## src/rtl/ttt_pkg.sv

```systemverilog
// Shared types and constants for the tic-tac-toe turn controller and display blocks.
package ttt_pkg;

  typedef enum logic [1:0] {
    StIdle,
    StPlay,
    StCheck,
    StResult
  } state_e;

  // 2-bit cell field encodings
  localparam logic [1:0] CellEmpty = 2'b00;
  localparam logic [1:0] CellX     = 2'b01;
  localparam logic [1:0] CellO     = 2'b10;

  // Winner encodings
  localparam logic [1:0] WinNone = 2'b00;
  localparam logic [1:0] WinX    = 2'b01;
  localparam logic [1:0] WinO    = 2'b10;
  localparam logic [1:0] WinDraw = 2'b11;

  localparam int unsigned NumCells = 9;
  localparam int unsigned NumLines = 8;

  // Rows 0-2, columns 3-5, diagonal 6, anti-diagonal 7
  localparam int unsigned LineCells [NumLines][3] = '{
    '{0, 1, 2}, '{3, 4, 5}, '{6, 7, 8},
    '{0, 3, 6}, '{1, 4, 7}, '{2, 5, 8},
    '{0, 4, 8}, '{2, 4, 6}
  };

  // Keypad code 1..9 maps to cell 0..8
  function automatic logic [3:0] cell_idx(input logic [3:0] key);
    return key - 4'd1;
  endfunction

endpackage

```

## src/rtl/ttt_line_check.sv

```systemverilog
// Combinational line detector: flags every line fully owned by the given player.
module ttt_line_check
  import ttt_pkg::*;
(
  input  logic [17:0] board_i,
  input  logic        player_i,   // 0 = X, 1 = O
  output logic [7:0]  line_done_o,
  output logic        any_win_o
);

  logic [1:0] mark;

  // Compare the three cells of each line against the player's mark
  always_comb begin
    mark        = player_i ? CellO : CellX;
    line_done_o = '0;
    for (int l = 0; l < NumLines; l++) begin
      line_done_o[l] = (board_i[2*LineCells[l][0] +: 2] == mark) &&
                       (board_i[2*LineCells[l][1] +: 2] == mark) &&
                       (board_i[2*LineCells[l][2] +: 2] == mark);
    end
    any_win_o = |line_done_o;
  end

endmodule

```

## src/rtl/ttt_turn_ctrl.sv

```systemverilog
// Tic-tac-toe game sequencer: validates keypad moves, owns the board, detects win/draw
// and holds the result for the display blocks.
module ttt_turn_ctrl
  import ttt_pkg::*;
#(
  parameter int unsigned HOLD_CYCLES = 25000000,
  parameter bit          FIRST_O     = 1'b0
) (
  input  logic        clk,
  input  logic        rst_n,
  input  logic        start,
  input  logic        key_valid,
  input  logic [3:0]  key_data,
  output logic [17:0] board,
  output logic        turn_o,
  output logic        busy,
  output logic        game_over,
  output logic [1:0]  winner,
  output logic [7:0]  win_line,
  output logic        move_err,
  output logic [3:0]  move_count
);

  localparam int unsigned HoldW = (HOLD_CYCLES > 1) ? $clog2(HOLD_CYCLES) : 1;
  localparam logic [HoldW-1:0] HoldLast = HoldW'(HOLD_CYCLES - 1);

  state_e           state_q, state_d;
  logic [17:0]      board_q, board_d;
  logic             turn_q, turn_d;
  logic [1:0]       winner_q, winner_d;
  logic [7:0]       win_line_q, win_line_d;
  logic             move_err_q, move_err_d;
  logic [3:0]       move_count_q, move_count_d;
  logic [HoldW-1:0] hold_q, hold_d;

  logic       key_in_range;
  logic [3:0] key_cell;
  logic       cell_free;
  logic       key_legal;
  logic       hold_done;
  logic [1:0] mark;
  logic [7:0] line_done;
  logic       any_win;

  // Lines are evaluated for the player who just moved; turn is not toggled until CHECK ends
  ttt_line_check u_line_check (
    .board_i     (board_q),
    .player_i    (turn_q),
    .line_done_o (line_done),
    .any_win_o   (any_win)
  );

  // Decode the key and look up whether its cell is still empty
  always_comb begin
    key_in_range = (key_data >= 4'd1) && (key_data <= 4'd9);
    key_cell     = cell_idx(key_data);
    cell_free    = 1'b0;
    for (int i = 0; i < NumCells; i++) begin
      if (key_cell == 4'(i)) begin
        cell_free = (board_q[2*i +: 2] == CellEmpty);
      end
    end
    key_legal = key_in_range && cell_free;
    hold_done = (hold_q == HoldLast);
    mark      = turn_q ? CellO : CellX;
  end

  // State register
  always_ff @(posedge clk) begin
    if (!rst_n) begin
      state_q <= StIdle;
    end else begin
      state_q <= state_d;
    end
  end

  // Next-state logic; start restarts the game from any state
  always_comb begin
    state_d = state_q;
    if (start) begin
      state_d = StPlay;
    end else begin
      unique case (state_q)
        StIdle:   state_d = StIdle;
        StPlay:   if (key_valid && key_legal) state_d = StCheck;
        StCheck:  state_d = (any_win || move_count_q == 4'd9) ? StResult : StPlay;
        StResult: if (hold_done) state_d = StIdle;
        default:  state_d = StIdle;
      endcase
    end
  end

  // Board, turn, result and hold-counter next-state
  always_comb begin
    board_d      = board_q;
    turn_d       = turn_q;
    winner_d     = winner_q;
    win_line_d   = win_line_q;
    move_count_d = move_count_q;
    move_err_d   = 1'b0;
    hold_d       = '0;
    if (start) begin
      board_d      = '0;
      turn_d       = FIRST_O;
      winner_d     = WinNone;
      win_line_d   = '0;
      move_count_d = '0;
    end else begin
      unique case (state_q)
        StIdle: ;
        StPlay: begin
          if (key_valid) begin
            if (key_legal) begin
              for (int i = 0; i < NumCells; i++) begin
                if (key_cell == 4'(i)) board_d[2*i +: 2] = mark;
              end
              move_count_d = move_count_q + 4'd1;
            end else begin
              move_err_d = 1'b1;
            end
          end
        end
        StCheck: begin
          if (any_win) begin
            winner_d   = turn_q ? WinO : WinX;
            // Isolate the lowest set bit
            win_line_d = line_done & (~line_done + 8'd1);
          end else if (move_count_q == 4'd9) begin
            winner_d = WinDraw;
          end else begin
            turn_d = ~turn_q;
          end
        end
        StResult: begin
          if (!hold_done) hold_d = hold_q + 1'b1;
        end
        default: ;
      endcase
    end
  end

  // Datapath registers
  always_ff @(posedge clk) begin
    if (!rst_n) begin
      board_q      <= '0;
      turn_q       <= FIRST_O;
      winner_q     <= WinNone;
      win_line_q   <= '0;
      move_err_q   <= 1'b0;
      move_count_q <= '0;
      hold_q       <= '0;
    end else begin
      board_q      <= board_d;
      turn_q       <= turn_d;
      winner_q     <= winner_d;
      win_line_q   <= win_line_d;
      move_err_q   <= move_err_d;
      move_count_q <= move_count_d;
      hold_q       <= hold_d;
    end
  end

  // Outputs
  always_comb begin
    board      = board_q;
    turn_o     = turn_q;
    busy       = (state_q == StPlay) || (state_q == StCheck);
    game_over  = (state_q == StResult);
    winner     = winner_q;
    win_line   = win_line_q;
    move_err   = move_err_q;
    move_count = move_count_q;
  end

endmodule

```

## config.mk

```make
export PLATFORM = sky130hd
export DESIGN_NAME = ttt_turn_ctrl
export DESIGN_NICKNAME = d
export VERILOG_FILES = /design/src/rtl/ttt_pkg.sv /design/src/rtl/ttt_line_check.sv /design/src/rtl/ttt_turn_ctrl.sv
export SDC_FILE = /design/constraint.sdc
export NUM_CORES = 1
export LEC_CHECK = 0
export CAP_MARGIN = 25
export CORE_MARGIN = 2
export CORE_UTILIZATION = 60
export DETAILED_ROUTE_END_ITERATION = 7
export DONT_BUFFER_PORTS = 1
export PLACE_DENSITY = 0.76
export SYNTH_ARGS = -nofsm -noshare
export SYNTH_HDL_FRONTEND = slang
export SYNTH_HIERARCHICAL = 1
export SYNTH_SLANG_ARGS = --single-unit
```

## constraint.sdc

```tcl
create_clock -name clk -period 2.9 [get_ports clk]
set_clock_uncertainty 0.2 [all_clocks]
set_input_delay 0.435 -clock clk [delete_from_list [all_inputs] [get_ports clk]]
set_output_delay 0.435 -clock clk [all_outputs]
set_load 0.05 [all_outputs]
```

Yosys cells after proc, flatten, opt, wreduce, memory -nomap -nowiden --
Index checks and enable logic that the tools add are counted.
Word-level totals: output and inout bits 36, logic and storage cells 128, input bits 8, bits in registers 61
Operators by class: add/subtract/negate cells 4, bitwise operators 9, equality and inequality tests 26, reduce and logical (&&, ||, !) cells 52, $lt $le $gt $ge 2, muxes and demuxes 18
Operators with widths (number):
- $reduce_and A4 Y1 | 9
- $add A25 B1 Y25 const B | 1
- $eq A25 B25 Y1 const B | 1
- $logic_not A2 Y1 | 10
- $logic_and A1 B1 Y1 | 19
- $eq A2 B2 Y1 | 9
- $eq A4 B3 Y1 const B | 4
- $mux W2 | 6
- $mux W1 | 11
- $add A8 B1 Y8 const B | 1
- $and A8 B8 Y8 | 1
- $eq A4 B2 Y1 const B | 2
- $eq A4 B4 Y1 const B | 2
- $not A8 Y8 | 1
- $pmux W2 S4 | 1
- $reduce_and A2 Y1 | 4
- $reduce_or A4 Y1 | 2
- $reduce_or A8 Y1 | 1
- $not A1 Y1 | 7
- $reduce_and A3 Y1 | 2
- $add A4 B1 Y4 const B | 1
- $eq A2 B2 Y1 const B | 2
- $eq A4 B1 Y1 const B | 1
- $ge A4 B1 Y1 const B | 1
- 11 further kinds | 12

Logic depth before layout (Yosys ltp) --
word-level depth 16, mapped depth 10, gate-level depth less buffers 9

Hierarchy --
The synthesis kept the hierarchy.
By module, submodules not included:
- ttt_turn_ctrl | cells an instance 315, instances 1, seq. area each 1221.2 um2, area each 2782.7 um2
- ttt_line_check | cells an instance 43, instances 1, seq. area each 0.0 um2, area each 304.0 um2

Least setup slack after synthesis --
Ideal clock, no wire load.
path type register to register, start reg turn_q, in the netlist turn_o, end reg win_line_q[7], in the netlist win_line[7], data arrival time 2.581 ns, clock period less this slack 2.846 ns, path buffers 1, setup time 0.065 ns, required time 2.635 ns, stages on the path, launching flop included 11, slack 0.054 ns, path through dfxtp_1 > buf_6 > nand3b_1 > o22a_1 > a21boi_0 > o2111ai_1 > nand2_1 > nor3_1 > nor3b_1 > a32oi_1 > nor2_1
Between the ends: elaborated cells between the ends (all ways) 31, classes of those cells add/sub: 1; eq/ne: 9; mux: 1; bitwise: 2; reduce/logical: 18
RTL lines:
- from (decl) | line ttt_turn_ctrl.sv:29 | logic turn_q, turn_d;
- from (signal assigned) | line ttt_turn_ctrl.sv:154 | turn_q <= turn_d;
- $mux W2 * | line ttt_line_check.sv:15 | mark = player_i ? CellO : CellX;
- $eq A2 B2 Y1 (on tied branches) | line ttt_line_check.sv:18, ttt_line_check.sv:19, ttt_line_check.sv:20
- $logic_and A1 B1 Y1 | line ttt_line_check.sv:18 | line_done_o[l] = (board_i[2*LineCells[l][0] +: 2] == mark) &&
- $logic_and A1 B1 Y1 | line ttt_line_check.sv:19 | (board_i[2*LineCells[l][1] +: 2] == mark) &&
- $reduce_or A8 Y1 * | line ttt_line_check.sv:22 | any_win_o = |line_done_o;
- named net any_win | line ttt_turn_ctrl.sv:43 | logic any_win;
- $reduce_and A2 Y1 (no source line) *
- to (signal assigned) | line ttt_turn_ctrl.sv:156 | win_line_q <= win_line_d;
- to (decl) | line ttt_turn_ctrl.sv:31 | logic [7:0] win_line_q, win_line_d;
The timed path passes the listed nets; every way through them passes the cells marked *. A chain may end at the register's enable or synchronous reset.

Final worst setup path --
start reg turn_q, in the netlist turn_o, end reg state_q[1]
Between the ends: word-level cells in the longest chain between the ends 8, elaborated cells between the ends (all ways) 30, classes of those cells eq/ne: 9; mux: 3; reduce/logical: 18
Ends and longest elaborated chain:
- $mux W2 * | line ttt_line_check.sv:15
- $eq A2 B2 Y1 (on tied branches) | line ttt_line_check.sv:18, ttt_line_check.sv:19, ttt_line_check.sv:20
- $logic_and A1 B1 Y1 | line ttt_line_check.sv:18
- $logic_and A1 B1 Y1 | line ttt_line_check.sv:19
- $reduce_or A8 Y1 * | line ttt_line_check.sv:22
- named net any_win | line ttt_turn_ctrl.sv:43
- $logic_or A1 B1 Y1 * | line ttt_turn_ctrl.sv:86 | StCheck: state_d = (any_win || move_count_q == 4'd9) ? StResult : StPlay;
- $mux W2 * | line ttt_turn_ctrl.sv:86
- $pmux W2 S4 * | line ttt_turn_ctrl.sv:83 | unique case (state_q)
- to (signal assigned) | line ttt_turn_ctrl.sv:71 | state_q <= StIdle;
- to (signal assigned) | line ttt_turn_ctrl.sv:73 | state_q <= state_d;
- to (decl) | line ttt_turn_ctrl.sv:27 | state_e state_q, state_d;
Marks and branches as above.

==> results_dict.tcl <==
set metrics [dict create \
    rsz_0062_raised_after_global_routing "no" \
    drtIter0Drc 219 \
    most_used_cells_in_the_layout_excluding_fill_and_tap_cells "sky130_fd_sc_hd__dfxtp_1 (61), sky130_fd_sc_hd__nor2_1 (59), sky130_fd_sc_hd__buf_4 (29)" \
    cts_made_buffers 9 \
    ys_ff_latch 61 \
    cts.hold.buffers_added 0 \
    share_seq_of_total_power_pct 50.9 \
    gp_routability_congestion 0.9026 \
    crit_path_start_kind "flip-flop" \
    grt_start_max_net_pins 25 \
    utilization_pct 68.88 \
    timing.hold.worst.class "input pin to flip-flop" \
    grt_overflow 0 \
    ioPinCount 44 \
    pre_cts_ws_ns 0.3147 \
    post_synth_inst_count 358 \
    wl_per_cell_um 15.43 \
    drv.max_cap_violation_count 0 \
    routed_via_density 5.779 \
    worst_setup_path_end_kind "flip-flop" \
    synth_top_flop_cell "sky130_fd_sc_hd__dfxtp_1" \
    initial_core_util_pct 61.22 \
    fin_ws_ns 0.2440 \
    worst_skew_pair.late_latency_ns 0.34 \
    floorplan.die.height_um 75.73 \
    net-switching-power_mw 0.3758 \
    track_usage_pct 25.63 \
    pwr-share-clk_pct 44.6 \
    ffs_w_async_s_r_synth_pct 0 \
    arrival_ns 2.65 \
    antenna_left 0 \
    clk_root_buffer_cell "sky130_fd_sc_hd__clkbuf_8" \
    worst_slew_margin_relative_to_its_limit_pct 47.52 \
    power_report.internal_total_mw 1.281 \
    power_switching_share_pct 22.68 \
    dpl_cell_area_um2 3282 \
    timing.setup.tns_ns 0 \
    place.port_buffers 0 \
    power_density_nw_per_um2 476.9 \
    instances_no_fill 457 \
    synth_enable_flop_cells 0 \
    timing.setup.critical_path_class "flip-flop to flip-flop" \
    synth.yosys.warnings 6 \
    drive_above_1_share_pct 14.99 \
    post-route-drc-count 0 \
    drt-pass1-iter-count 4 \
    timing.final.hold_violations 0 \
    dieArea_um2 5734 \
    cts.htree.levels 3 \
    max_ir_drop_vdd_mv 0.4895 \
    mappedNetlistArea_um2 3087 \
    clock_sinks 61 \
    grt_antenna_before_repair 0 \
    maximum_fanout_along_the_worst_path 15 \
    max_freq_mhz 376.5 \
    syn2layout_area_growth_pct 12.53 \
    wire_length_of_the_first_global_routing_pass_um 10890 \
    horizontal_die_dimension_um 75.73 \
    placed_cells_incl_taps 441 \
    path_clk_slew_ns 0.07 \
    layout_commonest_cell "sky130_fd_sc_hd__dfxtp_1" \
    library_cells_used_by_synthesis 62 \
    clock_tree.buffer_depth 2 \
    worst_ep_required_time_ns 2.90 \
    leakage_nw 1.207 \
    synth_nets 372 \
    count_of_vias_placed_by_the_detailed_router 2641 \
    std_cell_rows 26 \
    timing.final.max_slew_violations 0 \
    final_area_um2 3473 \
    diodes 0 \
    via_count_of_the_first_global_routing_pass 2399 \
    timing_worst_slew_pin_value_ns 0.7852 \
    hpwl_after_detailed_placement_um 5219 \
    core_area_um2 5042 \
    final_net_count 396 \
    pwr-share-comb_pct 4.5 \
    finalSetupViolations 0 \
    final_period_minus_worst_setup_slack_ns 2.656 \
    synth_sequential_area_ratio_pct 39.56 \
    post_cts.resized_instances 0 \
    fill_cells 424 \
    outcome "complete, no violations" \
    syn_area_cell_um2 8.622 \
    cts_tree "built" \
    cts_setup_buffers 0 \
    timing.final.crit_share_pct 91.59 \
    route.final.wire_length_um 7052 \
]
==> metal layers <==
metal / track usage (%) / part of all wire [%] / up-vias
li1: - / - / 1315
met2: 43.77 / 49 / 79
met3: 9.921 / 7.3 / 7
met4: 7.992 / 0.96 / 0
met5: 0 / 0 / -
met1: 29.65 / 43 / 1240
==> Yosys cell counts (5+ instances only) <==
library cell / instances / share of area (%)
sky130_fd_sc_hd__a21oi_1: 10 / 1.6
sky130_fd_sc_hd__a31oi_1: 5 / 1.0
sky130_fd_sc_hd__and2_1: 6 / 1.2
sky130_fd_sc_hd__and3_1: 10 / 2.0
sky130_fd_sc_hd__clkbuf_1: 9 / 1.1
sky130_fd_sc_hd__dfxtp_1: 61 / 40
sky130_fd_sc_hd__ha_1: 6 / 2.4
sky130_fd_sc_hd__inv_1: 8 / 0.97
sky130_fd_sc_hd__nand2_1: 24 / 2.9
sky130_fd_sc_hd__nand2b_1: 8 / 1.6
sky130_fd_sc_hd__nand3_1: 14 / 2.3
sky130_fd_sc_hd__nor2_1: 59 / 7.2
sky130_fd_sc_hd__nor3_1: 11 / 1.8
sky130_fd_sc_hd__nor3b_1: 7 / 1.7
sky130_fd_sc_hd__nor4_1: 7 / 1.4
sky130_fd_sc_hd__nor4b_1: 5 / 1.4
sky130_fd_sc_hd__o21a_1: 8 / 1.9
sky130_fd_sc_hd__o21ai_0: 5 / 0.81
sky130_fd_sc_hd__o22ai_1: 5 / 1.0
sky130_fd_sc_hd__xnor2_1: 10 / 2.8
sky130_fd_sc_hd__xor2_1: 15 / 4.3
==> cell families after synthesis <==
logic type | share of synthesized area [%]
AOI/OAI and AO/OA | 15.28
xor gates and xnor gates | 7.094
and+or+nand+nor | 31.09
adders and majority gates | 2.432
buffers and inverters | 4.540
DFF | 39.56
==> power by group through the flow <==
stage / registers, mW / clock network, mW / logic [mW]
2_1_floorplan: 0.865 / 0 / 0.0677
4_1_cts: 0.843 / 0.747 / 0.0739
5_1_grt: 0.843 / 0.783 / 0.0803
3_3_place_gp: 0.862 / 0 / 0.0726
3_5_place_dp: 0.862 / 0 / 0.0738
6_report: 0.844 / 0.738 / 0.0745
==> metrics by stage <==
step                power (mW)  hold WS (ns)
floorplan               0.9329        0.2132
global placement        0.9348        0.2224
detailed placement      0.9362        0.2345
CTS                      1.665       0.01002
global route             1.707      0.006556
finish                   1.657       0.02026
==> sequential cells by signal (all words and copies together) (netlist names) <==
name and count:
move_count 4, turn_o 1, winner 2, win_line 8, board 18, state_q 2
hold_q 25, move_err 1
==> layout make-up <==
type | count | area, um2 | area share, %
Multi-Input combinational cell | 273 | 1725 | 49.68
Sequential cell | 61 | 1221 | 35.16
Timing Repair Buffer | 29 | 217.7 | 6.268
Clock buffer | 11 | 141.4 | 4.071
Tap cell | 70 | 87.58 | 2.522
Clock inverter | 5 | 50.05 | 1.441
Inverter | 8 | 30.03 | 0.8646
==> worst paths after layout <==
path / start / to / slack [ns] / cells past startpoint
setup / recovery: turn_o / state_q[1] / 0.24 / 11
setup reg to reg: turn_o / state_q[1] / 0.24 / 11
hold reg to reg: hold_q[0] / hold_q[0] / 0.25 / 1
hold / removal: rst_n / state_q[0] / 0.02 / 1
==> critical path, stage by stage (launching register included) <==
cell and delay [ns]:
sky130_fd_sc_hd__dfxtp_1 0.41, sky130_fd_sc_hd__buf_4 0.23, sky130_fd_sc_hd__nor3b_1 0.08, sky130_fd_sc_hd__a21oi_1 0.31, sky130_fd_sc_hd__a2bb2oi_1 0.24, sky130_fd_sc_hd__o2111ai_1 0.15
sky130_fd_sc_hd__buf_4 0.18, sky130_fd_sc_hd__a31oi_1 0.18, sky130_fd_sc_hd__nor2b_1 0.10, sky130_fd_sc_hd__and2_1 0.17, sky130_fd_sc_hd__o211ai_1 0.17, sky130_fd_sc_hd__a21oi_1 0.09
Note: power is estimated with default switching activity, not from simulation.
